**config.mk**
```make
export PLATFORM = sky130hd
export DESIGN_NAME = accelerator_fnn_vector_feeder
export DESIGN_NICKNAME = d
export VERILOG_FILES = /design/src/rtl/accelerator_fnn_vector_feeder_pkg.sv /design/src/rtl/accelerator_fnn_vector_buffer.sv /design/src/rtl/accelerator_fnn_vector_feeder.sv
export SDC_FILE = /design/constraint.sdc
export NUM_CORES = 2
export LEC_CHECK = 0
export BUFFER_PORTS_ARGS = -buffer_cell sky130_fd_sc_hd__buf_2
export CORE_MARGIN = 3
export CORE_UTILIZATION = 55
export CTS_BUF_LIST = sky130_fd_sc_hd__clkbuf_4
export CTS_CLUSTER_SIZE = 24
export DETAILED_ROUTE_END_ITERATION = 8
export MAX_ROUTING_LAYER = met4
export PLACE_DENSITY_LB_ADDON = 0.15
export REMOVE_ABC_BUFFERS = 1
export SLEW_MARGIN = 20
export SYNTH_ARGS = -nofsm -noshare
export SYNTH_HDL_FRONTEND = slang
export SYNTH_SLANG_ARGS = --single-unit
```
**constraint.sdc**
```tcl
create_clock -name CLK -period 9.4 [get_ports CLK]
set_clock_uncertainty 0.2 [all_clocks]
set_input_delay 1.88 -clock CLK [delete_from_list [all_inputs] [get_ports CLK]]
set_output_delay 1.88 -clock CLK [all_outputs]
set_load 0.05 [all_outputs]
```
**src/rtl/accelerator_fnn_vector_feeder_pkg.sv**
```systemverilog
// Shared accelerator FNN controller definitions: data/control widths, constants
// and the vector feeder state encoding.
package accelerator_fnn_vector_feeder_pkg;

  localparam int unsigned DATA_SIZE    = 64;
  localparam int unsigned CONTROL_SIZE = 64;
  localparam int unsigned ADDRESS_SIZE = 4;

  localparam logic [CONTROL_SIZE-1:0] ZERO_CONTROL = '0;
  localparam logic [CONTROL_SIZE-1:0] ONE_CONTROL  = CONTROL_SIZE'(1);
  localparam logic [DATA_SIZE-1:0]    ZERO_DATA    = '0;

  typedef enum logic [1:0] {
    FEEDER_IDLE   = 2'd0,
    FEEDER_STREAM = 2'd1,
    FEEDER_DONE   = 2'd2
  } feeder_state_e;

endpackage

```
**src/rtl/accelerator_fnn_vector_buffer.sv**
```systemverilog
// Element buffer for the vector feeder: synchronous write, registered read that
// holds its value between reads, read-before-write on address collision.
module accelerator_fnn_vector_buffer #(
  parameter int unsigned DATA_SIZE    = 64,
  parameter int unsigned ADDRESS_SIZE = 4
) (
  input  logic                    clk_i,
  input  logic                    rst_ni,
  input  logic                    wr_en_i,
  input  logic [ADDRESS_SIZE-1:0] wr_addr_i,
  input  logic [DATA_SIZE-1:0]    wr_data_i,
  input  logic                    rd_en_i,
  input  logic [ADDRESS_SIZE-1:0] rd_addr_i,
  output logic [DATA_SIZE-1:0]    rd_data_o
);

  localparam int unsigned DEPTH = 1 << ADDRESS_SIZE;

  logic [DATA_SIZE-1:0] mem_q [DEPTH];
  logic [DATA_SIZE-1:0] rd_data_q;

  always_ff @(posedge clk_i or negedge rst_ni) begin
    if (!rst_ni) begin
      for (int i = 0; i < int'(DEPTH); i++) begin
        mem_q[i] <= '0;
      end
      rd_data_q <= '0;
    end else begin
      if (wr_en_i) begin
        mem_q[wr_addr_i] <= wr_data_i;
      end
      if (rd_en_i) begin
        rd_data_q <= mem_q[rd_addr_i];
      end
    end
  end

  assign rd_data_o = rd_data_q;

endmodule

```
**src/rtl/accelerator_fnn_vector_feeder.sv**
```systemverilog
// Streams buffered vector elements to the FNN controller one per request,
// with a one-cycle READY pulse once the requested length has been delivered.
module accelerator_fnn_vector_feeder #(
  parameter int unsigned DATA_SIZE    = accelerator_fnn_vector_feeder_pkg::DATA_SIZE,
  parameter int unsigned CONTROL_SIZE = accelerator_fnn_vector_feeder_pkg::CONTROL_SIZE,
  parameter int unsigned ADDRESS_SIZE = accelerator_fnn_vector_feeder_pkg::ADDRESS_SIZE
) (
  input  logic                    CLK,
  input  logic                    RST,
  input  logic                    START,
  output logic                    READY,
  input  logic [CONTROL_SIZE-1:0] SIZE_IN,
  input  logic                    WRITE_ENABLE,
  input  logic [ADDRESS_SIZE-1:0] WRITE_ADDRESS,
  input  logic [DATA_SIZE-1:0]    WRITE_DATA,
  input  logic                    DATA_REQUEST,
  output logic                    DATA_OUT_ENABLE,
  output logic [DATA_SIZE-1:0]    DATA_OUT
);

  import accelerator_fnn_vector_feeder_pkg::*;

  localparam int unsigned              DEPTH    = 1 << ADDRESS_SIZE;
  localparam logic [CONTROL_SIZE-1:0]  CTRL_0   = CONTROL_SIZE'(ZERO_CONTROL);
  localparam logic [CONTROL_SIZE-1:0]  CTRL_1   = CONTROL_SIZE'(ONE_CONTROL);
  localparam logic [CONTROL_SIZE-1:0]  CTRL_MAX = CONTROL_SIZE'(DEPTH);

  feeder_state_e           state_q, state_d;
  logic [CONTROL_SIZE-1:0] index_q, index_d;
  logic [CONTROL_SIZE-1:0] length_q, length_d;
  logic                    ready_q, ready_d;
  logic                    out_en_q;
  logic                    serve_c;

  always_ff @(posedge CLK or negedge RST) begin
    if (!RST) begin
      state_q  <= FEEDER_IDLE;
      index_q  <= CTRL_0;
      length_q <= CTRL_0;
      ready_q  <= 1'b0;
      out_en_q <= 1'b0;
    end else begin
      state_q  <= state_d;
      index_q  <= index_d;
      length_q <= length_d;
      ready_q  <= ready_d;
      out_en_q <= serve_c;
    end
  end

  // A zero-length stream raises READY straight from IDLE; DONE then stays silent.
  always_comb begin
    state_d  = state_q;
    index_d  = index_q;
    length_d = length_q;
    ready_d  = 1'b0;
    serve_c  = 1'b0;
    case (state_q)
      FEEDER_IDLE: begin
        if (START) begin
          length_d = (SIZE_IN > CTRL_MAX) ? CTRL_MAX : SIZE_IN;
          index_d  = CTRL_0;
          if (SIZE_IN == CTRL_0) begin
            state_d = FEEDER_DONE;
            ready_d = 1'b1;
          end else begin
            state_d = FEEDER_STREAM;
          end
        end
      end
      FEEDER_STREAM: begin
        if (DATA_REQUEST) begin
          serve_c = 1'b1;
          if (index_q == length_q - CTRL_1) begin
            state_d = FEEDER_DONE;
          end else begin
            index_d = index_q + CTRL_1;
          end
        end
      end
      FEEDER_DONE: begin
        ready_d = (length_q != CTRL_0);
        state_d = FEEDER_IDLE;
      end
      default: begin
        state_d = FEEDER_IDLE;
      end
    endcase
  end

  accelerator_fnn_vector_buffer #(
    .DATA_SIZE    (DATA_SIZE),
    .ADDRESS_SIZE (ADDRESS_SIZE)
  ) u_buffer (
    .clk_i     (CLK),
    .rst_ni    (RST),
    .wr_en_i   (WRITE_ENABLE),
    .wr_addr_i (WRITE_ADDRESS),
    .wr_data_i (WRITE_DATA),
    .rd_en_i   (serve_c),
    .rd_addr_i (index_q[ADDRESS_SIZE-1:0]),
    .rd_data_o (DATA_OUT)
  );

  assign READY           = ready_q;
  assign DATA_OUT_ENABLE = out_en_q;

endmodule

```
==> results.sh <==
export IMPL_power_leakage_nw=27.8
export IMPL_path_buf_inv=1
export IMPL_rows=116
export IMPL_die_w_um=327
export IMPL_met3_usage_pct=4.44
export IMPL_synth_top_area_share_pct=54.0
export IMPL_cts_buffers_inserted=334
export IMPL_dpl_cell_count=5220
export IMPL_coreArea_um2=101000
export IMPL_cp_data_arrival_time_ps=6490
export IMPL_cp_cell_sequence="nor4_1 > nand3_1 > nor4_4 > mux2i_1 > nand4_1 > nor4b_1 > and3_1 > nor4b_4 > buf_4 > or4_1 > a21oi_1"
export IMPL_start_util_pct=56.0
export IMPL_fin_nets=4338
export IMPL_setup_worst_path_start="length_q[14]"
export IMPL_final_cell_mix="1216 x dfrtp_1, 1025 x mux2_2, 488 x clkbuf_4"
export IMPL_yosys_warnings=0
export IMPL_via_per_inst=6.10
export IMPL_cts_buffer_depth=4
export IMPL_die_area_um2=107000
export IMPL_areaGrowthSynthToFinish_pct=10.9
export IMPL_ys_ff_latch=1220
export IMPL_cp_start_kind="flop"
export IMPL_final_layout_size_suffix_gt1_share_pct=49.0
export IMPL_slew_headroom_pct=24.2
export IMPL_clkSlewWorstSetupHoldPaths_ps=60
export IMPL_dp_hpwl_um=78500
export IMPL_reg2reg_depth=11
export IMPL_rsz0062_at_grt="no"
export IMPL_layout_commonest_cell="dfrtp_1"
export IMPL_htree_levels=5
export IMPL_vias=35200
export IMPL_critical_path_required_ps=10080
export IMPL_finalCriticalPeriod_ps=5820
export IMPL_grtUsageTotal_pct=27.5
export IMPL_maxSlewViolCount=0
export IMPL_io_buffers=202
export IMPL_drtIter0Drc=2496
export IMPL_cts_root_buf="clkbuf_4"
export IMPL_cts_tree="built"
export IMPL_cts_sinks=1220
export IMPL_met2_usage_pct=41.9
export IMPL_worstHoldStart="u_buffer.rd_data_o[28]"
export IMPL_fin_setup_tns_ps=0
export IMPL_synth_cell_types=69
export IMPL_pre_cts_slack_ps=3720
export IMPL_die_h_um=327
export IMPL_path_class="flop to flop"
export IMPL_min_period_over_period_pct=61.9
export IMPL_synth_edf_count=0
export IMPL_synth_largest_area_cell="dfrtp_1"
export IMPL_postCtsSetupRepairBufs=0
export IMPL_min_delay_path_depth=2
export IMPL_worstHoldPathType="flop to flop"
export IMPL_fin_ws_ps=3580
export IMPL_cts_resized=0
export IMPL_wl_um=140000
export IMPL_path_depth=11
export IMPL_io_pins=203
export IMPL_crit_path_end_kind="flop"
export IMPL_synth_area_leaders="dfrtp_1 54%, mux2_2 20%, mux4_2 13%"
export IMPL_antenna_found_initial=17
export IMPL_p_per_area_nw_per_um2=267
export IMPL_drt_pass1_iter_count=5
export IMPL_drc=0
export IMPL_ir_drop_mv=0.247
export IMPL_fillers=7884
export IMPL_grt_busiest_layer="met2"
export IMPL_async_flop_share_pct=100
export IMPL_grt_remaining_overflow=0
export IMPL_r2r_slack_ps=3580
export IMPL_timing_rr_start="length_q[14]"
export IMPL_grt_start_max_net_pins=175
export IMPL_worstMarginPinSlew_ps=1140
export IMPL_syn_avg_cell_area_um2=14.5
export IMPL_ys_seq_area_share_pct=54.0
export IMPL_grt_pass1_wl_um=220000
export IMPL_ant_nets=0
export IMPL_hold_viol_final=0
export IMPL_setup_violations=0
export IMPL_met1_usage_pct=38.4
export IMPL_grt_pass1_vias=36900
export IMPL_maxCapViolCount=0
export IMPL_fin_cells=5776
export IMPL_synthFlopType="dfrtp_1"
export IMPL_cts_hold_buffers_added=0
export IMPL_slowest_delay_ps=840
export IMPL_critPathTopFamily="simple AND/OR/NAND/NOR gates"
export IMPL_wire_per_inst_um=24.2
export IMPL_status="complete, no violations"
export IMPL_syn_area_um2=56600
export IMPL_syn_inst=3913
export IMPL_max_freq_ghz=0.172
export IMPL_clk_insertion_delay_late_ps=1130
export IMPL_gp_congestion=0.974
export IMPL_crit_fanout=58
export IMPL_critical_path_slowest_cell="nor4b_4"
-- layer usage --
metal / share of wire (%) / vias to the layer above / wire (µm)
li1: - / 15300 / -
met1: 45 / 18700 / 62800
met2: 48 / 947 / 67100
met3: 4.9 / 255 / 6810
met4: 2.1 / 0 / 2930
met5: 0 / - / 0
-- cell usage after synthesis (5+ instances only) --
master    instances
o31ai_1          12
o211ai_1         13
a211oi_1          7
buf_6             6
mux2_2         1025
nand3_1          51
nor4_1           47
a31oi_1           5
dfrtp_1        1220
nor2_1           65
inv_1            17
buf_2             6
nand3b_1          5
mux2i_1           9
o21ai_2          10
nand2b_1          7
clkbuf_1        267
xor2_1           32
and3_1           27
or3_1            52
xnor2_1          59
and2_1           63
nand2_1         260
nor3_1           33
o21ai_0          43
o21a_1            5
nand4_1          61
a21oi_1          38
buf_1            28
mux4_2          320
or4_1            37
a21oi_2           6
-- power breakdown --
part           internal [mW]  switching, mW  total (mW)
clock                   2.43           2.10        4.54
combinational           2.77           2.26        5.03
sequential              6.42          0.748        7.16
-- worst reg2reg max path: stages, from the launching register on --
cell	delay (ps)
dfrtp_1	470
nor4_1	690
nand3_1	670
nor4_4	660
mux2i_1	360
nand4_1	160
nor4b_1	450
and3_1	220
nor4b_4	840
buf_4	600
or4_1	220
a21oi_1	70
-- registers in the layout, indices dropped and copies added, names as in the netlist --
| name | flops |
|---|---|
| READY | 1 |
| length_q | 64 |
| state_q | 2 |
| u_buffer.mem_q | 1024 |
| u_buffer.rd_data_o | 64 |
| index_q | 64 |
| DATA_OUT_ENABLE | 1 |
-- path summary, 6_finish.rpt --
| path | end |
|---|---|
| worst max-delay path | index_q[35] |
| worst min-delay path | u_buffer.rd_data_o[28] |
| worst max register to register | index_q[35] |
| worst min register to register | u_buffer.rd_data_o[28] |
| max in group asynchronous | u_buffer.mem_q[1002] |
| min in group asynchronous | u_buffer.rd_data_o[35] |
-- logic make-up (layout without fill, tap and decap cells) --
logic type      count (synthesis)  in the layout  share of synthesized area [%]
mux                          1355           1355                           33.3
simple gates                  742            742                           6.87
compound gates                177            177                           2.06
buf+inv                       326            822                           2.30
xor+xnor                       91             91                           1.41
other cells                     0             10                              0
fa+ha+maj                       2              2                         0.0442
flops                        1220           1220                           54.0
-- final cells by class --
class,count,area [µm²],share of cell area [%]
Sequential cell,1220,30500,48.7
Clock buffer,488,3660,5.84
Antenna cell,10,25.0,0.0399
Timing Repair Buffer,259,1540,2.46
Multi-Input combinational cell,2367,24900,39.6
Tap cell,1357,1700,2.71
Inverter,17,68.8,0.110
Clock inverter,58,304,0.485
-- per-stage QoR --
| stage | utilization, % | total power [mW] | hold WS (ps) | area, µm² |
|---|---|---|---|---|
| 2_1_floorplan | - | 11.8 | 238 | 55300 |
| 3_3_place_gp | 58.1 | 12.2 | 252 | 58700 |
| 3_5_place_dp | 58.1 | 12.4 | 257 | 58700 |
| 4_1_cts | 62.0 | 17.0 | 271 | 62700 |
| 5_1_grt | 62.1 | 17.7 | 293 | 62700 |
| 6_report | 62.1 | 16.7 | 264 | 62700 |
Power figures use the tool's default switching activity.
